`config.mk`:
```
export PLATFORM = sky130hd
export DESIGN_NAME = bus_arbiter_flat
export DESIGN_NICKNAME = d
export VERILOG_FILES = /design/src/rtl/bus_arbiter_if.sv /design/src/rtl/bus_arbiter.sv /design/src/flat_wrapper.sv
export SDC_FILE = /design/constraint.sdc
export NUM_CORES = 1
export LEC_CHECK = 0
export CORE_AREA = 2 2 159 161
export CTS_BUF_LIST = sky130_fd_sc_hd__clkbuf_4 sky130_fd_sc_hd__clkbuf_8 sky130_fd_sc_hd__clkbuf_16
export DETAILED_ROUTE_END_ITERATION = 10
export DIE_AREA = 0 0 161 163
export GPL_TIMING_DRIVEN = 0
export HOLD_SLACK_MARGIN = 0.02
export SLEW_MARGIN = 30
export SYNTH_ARGS = -nofsm -noshare
export SYNTH_HDL_FRONTEND = slang
export SYNTH_SLANG_ARGS = --single-unit
export TNS_END_PERCENT = 5
```
`constraint.sdc`:
```
create_clock -name clk -period 3.2 [get_ports clk]
set_input_delay 0.48 -clock clk [delete_from_list [all_inputs] [get_ports clk]]
set_output_delay 0.48 -clock clk [all_outputs]
set_load 0.05 [all_outputs]
```
`src/rtl/bus_arbiter_if.sv`:
```
// Bus arbiter interface: groups the master request/grant signals and the
// shared-bus signals toward the slave. The arbiter connects through the
// slave modport; the masters and the bus slave connect through the master modport.
interface bus_arbiter_if #(
    parameter int N_MASTERS = 4,
    parameter int ADDR_W    = 32,
    parameter int DATA_W    = 32
);
    logic [N_MASTERS-1:0]        m_req;
    logic [N_MASTERS-1:0]        m_we;
    logic [N_MASTERS*ADDR_W-1:0] m_addr;
    logic [N_MASTERS*DATA_W-1:0] m_wdata;
    logic [N_MASTERS-1:0]        m_gnt;
    logic [N_MASTERS-1:0]        m_ack;
    logic [DATA_W-1:0]           m_rdata;
    logic                        m_err;
    logic [ADDR_W-1:0]           virtual_addr;
    logic                        bus_valid;
    logic                        bus_we;
    logic [DATA_W-1:0]           bus_wdata;
    logic                        bus_ack;
    logic [DATA_W-1:0]           bus_rdata;

    modport slave (
        input  m_req, m_we, m_addr, m_wdata, bus_ack, bus_rdata,
        output m_gnt, m_ack, m_rdata, m_err, virtual_addr, bus_valid, bus_we, bus_wdata
    );

    modport master (
        output m_req, m_we, m_addr, m_wdata, bus_ack, bus_rdata,
        input  m_gnt, m_ack, m_rdata, m_err, virtual_addr, bus_valid, bus_we, bus_wdata
    );
endinterface

```
`src/rtl/bus_arbiter.sv`:
```
// Round-robin bus arbiter for N_MASTERS masters. Registers the winning
// master's address, write enable and write data onto the shared bus, holds
// the grant until the slave acknowledges, then returns read data with a
// one-cycle m_ack. Optional macro BUS_TIMEOUT_EN adds a BUSY watchdog that
// aborts the transaction after TIMEOUT_CYCLES with m_err set.
module bus_arbiter #(
    parameter int N_MASTERS      = 4,
    parameter int ADDR_W         = 32,
    parameter int DATA_W         = 32,
    parameter int TIMEOUT_CYCLES = 16
) (
    input  logic            clk,
    input  logic            rst_n,
    bus_arbiter_if.slave    bus
);
    localparam int PTR_W = $clog2(N_MASTERS);

    typedef enum logic [1:0] {IDLE, BUSY, DONE} state_t;

    // Reject out-of-range configurations at elaboration.
    if (N_MASTERS < 2 || N_MASTERS > 8 || TIMEOUT_CYCLES < 1) begin : g_bad_param
        $error("bus_arbiter: N_MASTERS must be 2..8 and TIMEOUT_CYCLES >= 1");
    end

    state_t                 state_q, state_d;
    logic [PTR_W-1:0]       rr_ptr_q, rr_ptr_d;
    logic [PTR_W-1:0]       owner_q, owner_d;
    logic [N_MASTERS-1:0]   gnt_q, gnt_d;
    logic [N_MASTERS-1:0]   ack_q, ack_d;
    logic [DATA_W-1:0]      rdata_q, rdata_d;
    logic [ADDR_W-1:0]      addr_q, addr_d;
    logic                   valid_q, valid_d;
    logic                   we_q, we_d;
    logic [DATA_W-1:0]      wdata_q, wdata_d;

`ifdef BUS_TIMEOUT_EN
    localparam int CNT_W = $clog2(TIMEOUT_CYCLES + 1);
    logic [CNT_W-1:0]       cnt_q, cnt_d;
    logic                   err_q, err_d;
`endif

    // Arbitration result for the current IDLE cycle.
    logic [PTR_W-1:0]       winner;
    logic                   found;
    logic [PTR_W:0]         cand;
    logic                   sel_we;
    logic [ADDR_W-1:0]      sel_addr;
    logic [DATA_W-1:0]      sel_wdata;
    logic [PTR_W-1:0]       rr_next;

    function automatic logic [N_MASTERS-1:0] onehot(input logic [PTR_W-1:0] idx);
        onehot      = '0;
        onehot[idx] = 1'b1;
    endfunction

    // Round-robin search: first requester at or above rr_ptr, wrapping modulo N_MASTERS.
    always_comb begin
        // NOTE: every variable gets a default before any branch, so no path leaves it unassigned and no latch is inferred.
        winner    = '0;
        found     = 1'b0;
        cand      = '0;
        sel_we    = 1'b0;
        sel_addr  = '0;
        sel_wdata = '0;
        for (int i = 0; i < N_MASTERS; i++) begin
            cand = {1'b0, rr_ptr_q} + (PTR_W+1)'(i);
            if (cand >= (PTR_W+1)'(N_MASTERS)) begin
                cand = cand - (PTR_W+1)'(N_MASTERS);
            end
            if (!found && bus.m_req[cand[PTR_W-1:0]]) begin
                found  = 1'b1;
                winner = cand[PTR_W-1:0];
            end
        end
        for (int i = 0; i < N_MASTERS; i++) begin
            if (winner == PTR_W'(i)) begin
                sel_we    = bus.m_we[i];
                sel_addr  = bus.m_addr[i*ADDR_W +: ADDR_W];
                sel_wdata = bus.m_wdata[i*DATA_W +: DATA_W];
            end
        end
    end

    // The served master drops to lowest priority.
    assign rr_next = (owner_q == PTR_W'(N_MASTERS - 1)) ? '0 : owner_q + 1'b1;

    // Next-state and registered-output logic for IDLE -> BUSY -> DONE.
    always_comb begin
        state_d  = state_q;
        rr_ptr_d = rr_ptr_q;
        owner_d  = owner_q;
        gnt_d    = gnt_q;
        ack_d    = '0;
        rdata_d  = rdata_q;
        addr_d   = addr_q;
        valid_d  = valid_q;
        we_d     = we_q;
        wdata_d  = wdata_q;
`ifdef BUS_TIMEOUT_EN
        cnt_d    = cnt_q;
        err_d    = 1'b0;
`endif
        unique case (state_q)
            IDLE: begin
                valid_d = 1'b0;
                if (found) begin
                    owner_d = winner;
                    gnt_d   = onehot(winner);
                    addr_d  = sel_addr;
                    we_d    = sel_we;
                    wdata_d = sel_wdata;
                    valid_d = 1'b1;
                    state_d = BUSY;
`ifdef BUS_TIMEOUT_EN
                    cnt_d   = '0;
`endif
                end
            end
            BUSY: begin
                // Bus outputs stay frozen; only bus_ack (or the watchdog) moves on.
                if (bus.bus_ack) begin
                    rdata_d = bus.bus_rdata;
                    valid_d = 1'b0;
                    gnt_d   = '0;
                    ack_d   = onehot(owner_q);
                    state_d = DONE;
                end
`ifdef BUS_TIMEOUT_EN
                else if (cnt_q == CNT_W'(TIMEOUT_CYCLES)) begin
                    rdata_d = '0;
                    valid_d = 1'b0;
                    gnt_d   = '0;
                    ack_d   = onehot(owner_q);
                    err_d   = 1'b1;
                    state_d = DONE;
                end else begin
                    cnt_d = cnt_q + 1'b1;
                end
`endif
            end
            DONE: begin
                rr_ptr_d = rr_next;
                state_d  = IDLE;
            end
            default: state_d = IDLE;
        endcase
    end

    // State and output registers with asynchronous reset.
    always_ff @(posedge clk or negedge rst_n) begin
        if (!rst_n) begin
            state_q  <= IDLE;
            rr_ptr_q <= '0;
            owner_q  <= '0;
            gnt_q    <= '0;
            ack_q    <= '0;
            rdata_q  <= '0;
            addr_q   <= '0;
            valid_q  <= 1'b0;
            we_q     <= 1'b0;
            wdata_q  <= '0;
`ifdef BUS_TIMEOUT_EN
            cnt_q    <= '0;
            err_q    <= 1'b0;
`endif
        end else begin
            // NOTE: non-blocking assignments here so every register samples pre-edge values regardless of statement order.
            state_q  <= state_d;
            rr_ptr_q <= rr_ptr_d;
            owner_q  <= owner_d;
            gnt_q    <= gnt_d;
            ack_q    <= ack_d;
            rdata_q  <= rdata_d;
            addr_q   <= addr_d;
            valid_q  <= valid_d;
            we_q     <= we_d;
            wdata_q  <= wdata_d;
`ifdef BUS_TIMEOUT_EN
            cnt_q    <= cnt_d;
            err_q    <= err_d;
`endif
        end
    end

    assign bus.m_gnt        = gnt_q;
    assign bus.m_ack        = ack_q;
    assign bus.m_rdata      = rdata_q;
    assign bus.virtual_addr = addr_q;
    assign bus.bus_valid    = valid_q;
    assign bus.bus_we       = we_q;
    assign bus.bus_wdata    = wdata_q;
`ifdef BUS_TIMEOUT_EN
    assign bus.m_err        = err_q;
`else
    assign bus.m_err        = 1'b0;
`endif

endmodule
```
`src/flat_wrapper.sv`:
```
// flat-port wrapper written by rule: the top's interface ports become plain ports
module bus_arbiter_flat 
#(
    parameter int N_MASTERS      = 4,
    parameter int ADDR_W         = 32,
    parameter int DATA_W         = 32,
    parameter int TIMEOUT_CYCLES = 16
)
  (clk, rst_n, bus_m_req, bus_m_we, bus_m_addr, bus_m_wdata, bus_bus_ack, bus_bus_rdata, bus_m_gnt, bus_m_ack, bus_m_rdata, bus_m_err, bus_virtual_addr, bus_bus_valid, bus_bus_we, bus_bus_wdata);
  bus_arbiter_if #(.N_MASTERS(N_MASTERS), .ADDR_W(ADDR_W), .DATA_W(DATA_W)) bus_i ();
  input  logic clk;
  input  logic rst_n;
  input wire logic [$bits(bus_i.m_req)-1:0] bus_m_req;
  input wire logic [$bits(bus_i.m_we)-1:0] bus_m_we;
  input wire logic [$bits(bus_i.m_addr)-1:0] bus_m_addr;
  input wire logic [$bits(bus_i.m_wdata)-1:0] bus_m_wdata;
  input wire logic [$bits(bus_i.bus_ack)-1:0] bus_bus_ack;
  input wire logic [$bits(bus_i.bus_rdata)-1:0] bus_bus_rdata;
  output wire logic [$bits(bus_i.m_gnt)-1:0] bus_m_gnt;
  output wire logic [$bits(bus_i.m_ack)-1:0] bus_m_ack;
  output wire logic [$bits(bus_i.m_rdata)-1:0] bus_m_rdata;
  output wire logic [$bits(bus_i.m_err)-1:0] bus_m_err;
  output wire logic [$bits(bus_i.virtual_addr)-1:0] bus_virtual_addr;
  output wire logic [$bits(bus_i.bus_valid)-1:0] bus_bus_valid;
  output wire logic [$bits(bus_i.bus_we)-1:0] bus_bus_we;
  output wire logic [$bits(bus_i.bus_wdata)-1:0] bus_bus_wdata;
  assign bus_i.m_req = bus_m_req;
  assign bus_i.m_we = bus_m_we;
  assign bus_i.m_addr = bus_m_addr;
  assign bus_i.m_wdata = bus_m_wdata;
  assign bus_i.bus_ack = bus_bus_ack;
  assign bus_i.bus_rdata = bus_bus_rdata;
  assign bus_m_gnt = bus_i.m_gnt;
  assign bus_m_ack = bus_i.m_ack;
  assign bus_m_rdata = bus_i.m_rdata;
  assign bus_m_err = bus_i.m_err;
  assign bus_virtual_addr = bus_i.virtual_addr;
  assign bus_bus_valid = bus_i.bus_valid;
  assign bus_bus_we = bus_i.bus_we;
  assign bus_bus_wdata = bus_i.bus_wdata;
  bus_arbiter #(.N_MASTERS(N_MASTERS), .ADDR_W(ADDR_W), .DATA_W(DATA_W), .TIMEOUT_CYCLES(TIMEOUT_CYCLES)) u_core (.clk(clk), .rst_n(rst_n), .bus(bus_i));
endmodule
```
* Word level (Yosys, flattened, before mapping)
Cells that the tools add are included.
Word-level totals: register bits 112, latch bits 0, bits in writable memories 0, ROM bits 0, memories 0
Operators by class: $add $sub $neg 8, multiply operators 0, div/mod/pow operators 0, $lt $le $gt $ge 12, eq/ne operators 8, shift-type cells 0, muxes and demuxes 48, bitwise operators 0, reductions and logical operators 16
Operator list (count):
- $mux 32 | 8
- $mux 2 | 11
- $lt 2x3->1 const B | 6
- $mux 1 | 16
- $mux 4 | 4
- $ge 3x3->1 const B | 3
- $bmux 1 s2 | 4
- $eq 2x2->1 const B | 4
- $pmux 4 s2 | 1
- $reduce_and 2->1 | 4
- $sub 2x1->2 const B | 4
- $add 2x2->3 const B | 2
- $logic_and 1x1->1 | 5
- $demux 1 s2 | 2
- $eq 2x1->1 const B | 2
- $ge 2x1->1 const B | 2
- $logic_not 2->1 | 2
- $pmux 2 s2 | 1
- $add 2x1->3 const B | 1
- $ge 2x3->1 const B | 1
- $logic_not 1->1 | 3
- $reduce_and 3->1 | 1
- $add 2x1->2 const B | 1
- $ne 2x1->1 const B | 1
- other kinds (3) | 3

* Logic depth before layout (Yosys ltp)
depth in word-level cells 20, depth in mapped cells 9, mapped depth without buffers 5

* Worst setup path after synthesis
No wires, ideal clock.
path type in2reg, start point input bus_m_req[0], end point register u_core.wdata_q[0] (netlist: u_core.bus.bus_wdata[0]), arrival time 1.984 ns, required time 3.074 ns, path slack 1.090 ns, stages 7, cells stage by stage nand2b_1 -> a21oi_1 -> buf_2 -> nor2_1 -> clkbuf_1 -> mux2_2 -> a221o_1
Between the ends: longest elaborated chain between the ends 17, elaborated cells on any way between the ends 31, those cells by class 3 x eq/ne; 20 x mux; 8 x reduce/logical
Ends and longest elaborated chain:
- from (decl) | RTL line flat_wrapper.sv:13 | input wire logic [$bits(bus_i.m_req)-1:0] bus_m_req;
- $bmux 1 s2 | RTL line bus_arbiter.sv:70 | if (!found && bus.m_req[cand[PTR_W-1:0]]) begin
- $mux 1 (implied by the code) | RTL line bus_arbiter.sv:70
- $mux 1 | RTL line bus_arbiter.sv:70
- $logic_not 1->1 | RTL line bus_arbiter.sv:70
- $logic_and 1x1->1 | RTL line bus_arbiter.sv:70
- $mux 1 | RTL line bus_arbiter.sv:70
- $logic_not 1->1 | RTL line bus_arbiter.sv:70
- $logic_and 1x1->1 | RTL line bus_arbiter.sv:70
- $mux 1 | RTL line bus_arbiter.sv:70
- $logic_not 1->1 | RTL line bus_arbiter.sv:70
- $logic_and 1x1->1 | RTL line bus_arbiter.sv:70
- $mux 2 | RTL line bus_arbiter.sv:70
- $logic_not 2->1 | RTL line bus_arbiter.sv:76 | if (winner == PTR_W'(i)) begin
- $mux 32 (4 in series) | RTL line bus_arbiter.sv:76
- to (signal assigned) | RTL line bus_arbiter.sv:177 | wdata_q <= wdata_d;
- to (decl) | RTL line bus_arbiter.sv:34 | logic [DATA_W-1:0] wdata_q, wdata_d;
Several ways; a longest one is shown, not always the timed one. The select of a mux whose other input is x is not followed. A chain may end at the register's enable or synchronous reset.

* Worst setup path after layout
start point input bus_m_req[0], end point register u_core.addr_q[23] (netlist: u_core.bus.virtual_addr[23])
Between the ends: longest elaborated chain between the ends 17, elaborated cells on any way between the ends 31, those cells by class 3 x eq/ne; 20 x mux; 8 x reduce/logical
Ends and longest elaborated chain:
- $bmux 1 s2 | RTL line bus_arbiter.sv:70
- $mux 1 (implied by the code) | RTL line bus_arbiter.sv:70
- $mux 1 | RTL line bus_arbiter.sv:70
- $logic_not 1->1 | RTL line bus_arbiter.sv:70
- $logic_and 1x1->1 | RTL line bus_arbiter.sv:70
- $mux 1 | RTL line bus_arbiter.sv:70
- $logic_not 1->1 | RTL line bus_arbiter.sv:70
- $logic_and 1x1->1 | RTL line bus_arbiter.sv:70
- $mux 1 | RTL line bus_arbiter.sv:70
- $logic_not 1->1 | RTL line bus_arbiter.sv:70
- $logic_and 1x1->1 | RTL line bus_arbiter.sv:70
- $mux 2 | RTL line bus_arbiter.sv:70
- $logic_not 2->1 | RTL line bus_arbiter.sv:76
- $mux 32 (4 in series) | RTL line bus_arbiter.sv:76
- to (signal assigned) | RTL line bus_arbiter.sv:174 | addr_q <= addr_d;
- to (decl) | RTL line bus_arbiter.sv:31 | logic [ADDR_W-1:0] addr_q, addr_d;
Several ways; a longest one is shown, not always the timed one. The select of a mux whose other input is x is not followed.

==> results.yml <==
synthesis:
  syn_nets: 960
  avgSynthCellArea_um2: 9.438
  synthCells: 657
  synth_seq_cells: 112
  synth.largest_area_cell: "dfrtp_1"
  synth.distinct_cells: 31
  synth_area_leaders: "dfrtp_1, nand2_1, a221o_1, nand3_1, mux2_2"
  synth_top_cell_area_share: 0.4520
  yosys_warnings: 0
  ys_seq_area_frac: 0.4520
  netlist_area_mm2: 0.006201
sta:
  grt_setup_unrepaired: "no"
  setup_viol: 0
  layout_setup_ws_ns: 0.4140
  tightest_slew_ns: 0.7808
  hold_viol: 0
  max_freq_ghz: 0.3589
  period_needed_ns: 2.786
  whs_ns: 0.4792
  skew_ns: 0.01075
  finalCritPeriodShare: 0.8706
  slew_headroom: 0.4775
  drv_slew: 0
clock_tree:
  cts_tree: "yes"
  clock-sinks: 112
  clock_path_buffers: 2
  clock_latency_ns: 0.36
  path_clk_slew_ns: 0.08
  cts.htree.levels: 3
  cts-root-buf: "clkbuf_16"
  cts_made_buffers: 9
  postCtsSetupBuffers: 0
floorplan:
  core_mm2: 0.02467
  dieWidth_um: 161
  io_pins: 406
  start_util: 0.2513
  die_y_um: 163
  dieArea_mm2: 0.02624
  core.rowCount: 58
run_status:
  outcome: "completed"
critical_path:
  r2r_cells: 9
  path_depth: 10
  cp-start-kind: "input pin"
  cpPeakStageDelay_ns: 0.46
  criticalPathCategory: "input pin to flop"
  crit_slowest_cell: "clkdlybuf4s50_1"
  cp_num_buf_inv: 5
  crit_required_ns: 3.48
  cp_common_cell: "buf_4"
  worstPathCellList: "clkdlybuf4s50_1, nand2b_1, a21oi_1, buf_2, nor2_1, buf_4, buf_4, buf_1, nand3_1, o211ai_1"
  crit_family: "buffers and inverters"
  worstPathArrival_ns: 3.06
  cp-end-kind: "flop"
  worst-path-max-fanout: 10
final_layout:
  num_antenna_cells: 0
  drive_above_1_share: 0.06395
  mostFrequentLayoutCells: "clkdlybuf4s50_1, dfrtp_1, nand2_1"
  area_growth_pct: 77.85
  nFillCells: 2462
  post-route-cell-area_mm2: 0.01103
  utilization: 0.4470
  final_common_cell: "clkdlybuf4s50_1"
  fin_nets: 1377
job:
  drv_cap: 0
detailed_routing:
  drt_pass1_iterations: 4
  via_per_inst: 4.879
  drt_iter0_markers: 408
  wl_um: 27690
  ant_nets: 0
  drc: 0
  vias: 6875
  avgRoutedWirePerCell_um: 19.65
power:
  irDropWorstVdd_uv: 340.8
  finalPower_mw: 9.722
  p_leak_nw: 4.436
  power-per-cell-area_mw_per_mm2: 881.5
placed_design:
  place_area_mm2: 0.01069
  portBuffers: 404
  pre_cts_slack_ns: -0.04442
  place_congestion: 0.8510
  hpwlAfterDp_um: 21420
global_routing:
  antenna_found_initial: 0
  grt_pass1_vias: 7067
  grt_pass1_wl_um: 41720
  grt_use_total: 0.2065
  grt_max_degree: 81
  grt_overflow: 0
hold_path:
  hold_depth: 2
  hp-class: "flop to flop"
## what timing repair did
| item | CTS | global route |
|---|---|---|
| hold buffers | 1 | 0 |
| gates resized for setup | 0 | 0 |
| hold endpoints to repair | 32 | 0 |
## report_power, final
group	total, mW	switching, mW	internal [mW]
Combinational	6.11	3.88	2.23
Clock	1.28	0.637	0.641
Sequential	2.34	0.323	2.01
## cells by family (layout without fill, tap and decap cells)
family | Yosys count | in the layout | share of synthesized area
compound gates | 182 | 182 | 0.2103
other cells | 1 | 1 | 0.0006047
buf+inv | 70 | 492 | 0.04782
flops | 112 | 112 | 0.4520
mux | 66 | 66 | 0.1142
simple gates | 222 | 222 | 0.1671
fa+ha+maj | 4 | 4 | 0.008071
## tightest hold or removal path: stages (launching register included)
cell and delay, ns:
dfrtp_1 0.35, nand2_1 0.05, nand2_1 0.06
## sequential cells by signal (all words and copies together) (netlist names)
register / cells
u_core.state_q: 2
u_core.bus.m_gnt: 4
u_core.bus.m_ack: 4
u_core.bus.bus_valid: 1
u_core.bus.virtual_addr: 32
u_core.rr_ptr_q: 2
u_core.owner_q: 2
u_core.bus.bus_we: 1
u_core.bus.m_rdata: 32
u_core.bus.bus_wdata: 32
## synthesized netlist by cell type, drive strengths merged
cell type,n
dfrtp,112
nand2,104
nand3,71
clkbuf,42
o21ai,42
a21oi,39
mux2,38
a221o,37
and2,33
a41oi,28
mux2i,28
o211ai,28
buf,24
nor2,5
ha,4
inv,4
nor2b,3
o31ai,3
a211oi,2
a21o,2
nand2b,2
or4b,2
a211o,1
conb,1
or2,1
or4,1
## metal layers
| layer | global-route usage | vias up | part of all wire |
|---|---|---|---|
| met2 | 0.3531 | 270 | 0.49 |
| met4 | 0.06859 | 0 | 0.026 |
| met5 | 0 | - | 0 |
| li1 | - | 3249 | - |
| met1 | 0.2589 | 3319 | 0.42 |
| met3 | 0.04533 | 37 | 0.061 |
## metrics by stage
stage                     instances  TNS [ns]
final                          1409         0
after detailed placement       1392   -0.1416
after floorplan                 657         0
after global placement         1391   -359.43
after CTS                      1409         0
after global routing           1409         0
## path summary, 6_finish.rpt
kind                                              from                           to  slack [ns]
worst max register to register      u_core.rr_ptr_q[0]  u_core.bus.virtual_addr[23]        0.60
max in group asynchronous                        rst_n     u_core.bus.bus_wdata[15]        1.91
min in group asynchronous                        rst_n     u_core.bus.bus_wdata[31]        0.57
worst min register to register  u_core.bus.m_rdata[21]       u_core.bus.m_rdata[21]        0.48
worst min-delay path            u_core.bus.m_rdata[21]       u_core.bus.m_rdata[21]        0.48
worst max-delay path                      bus_m_req[0]  u_core.bus.virtual_addr[23]        0.41
## layout make-up
class                           instances  area, um^2  share of cell area
Timing Repair Buffer                  406        4086              0.3705
Buffer                                 66       281.5             0.02553
Sequential cell                       112        2803              0.2541
Clock inverter                          7       102.6            0.009303
Multi-Input combinational cell        475        3102              0.2813
Clock buffer                            9       225.2             0.02042
Tap cell                              330       412.9             0.03744
Inverter                                4       15.01            0.001361
Power figures use the tool's default switching activity.
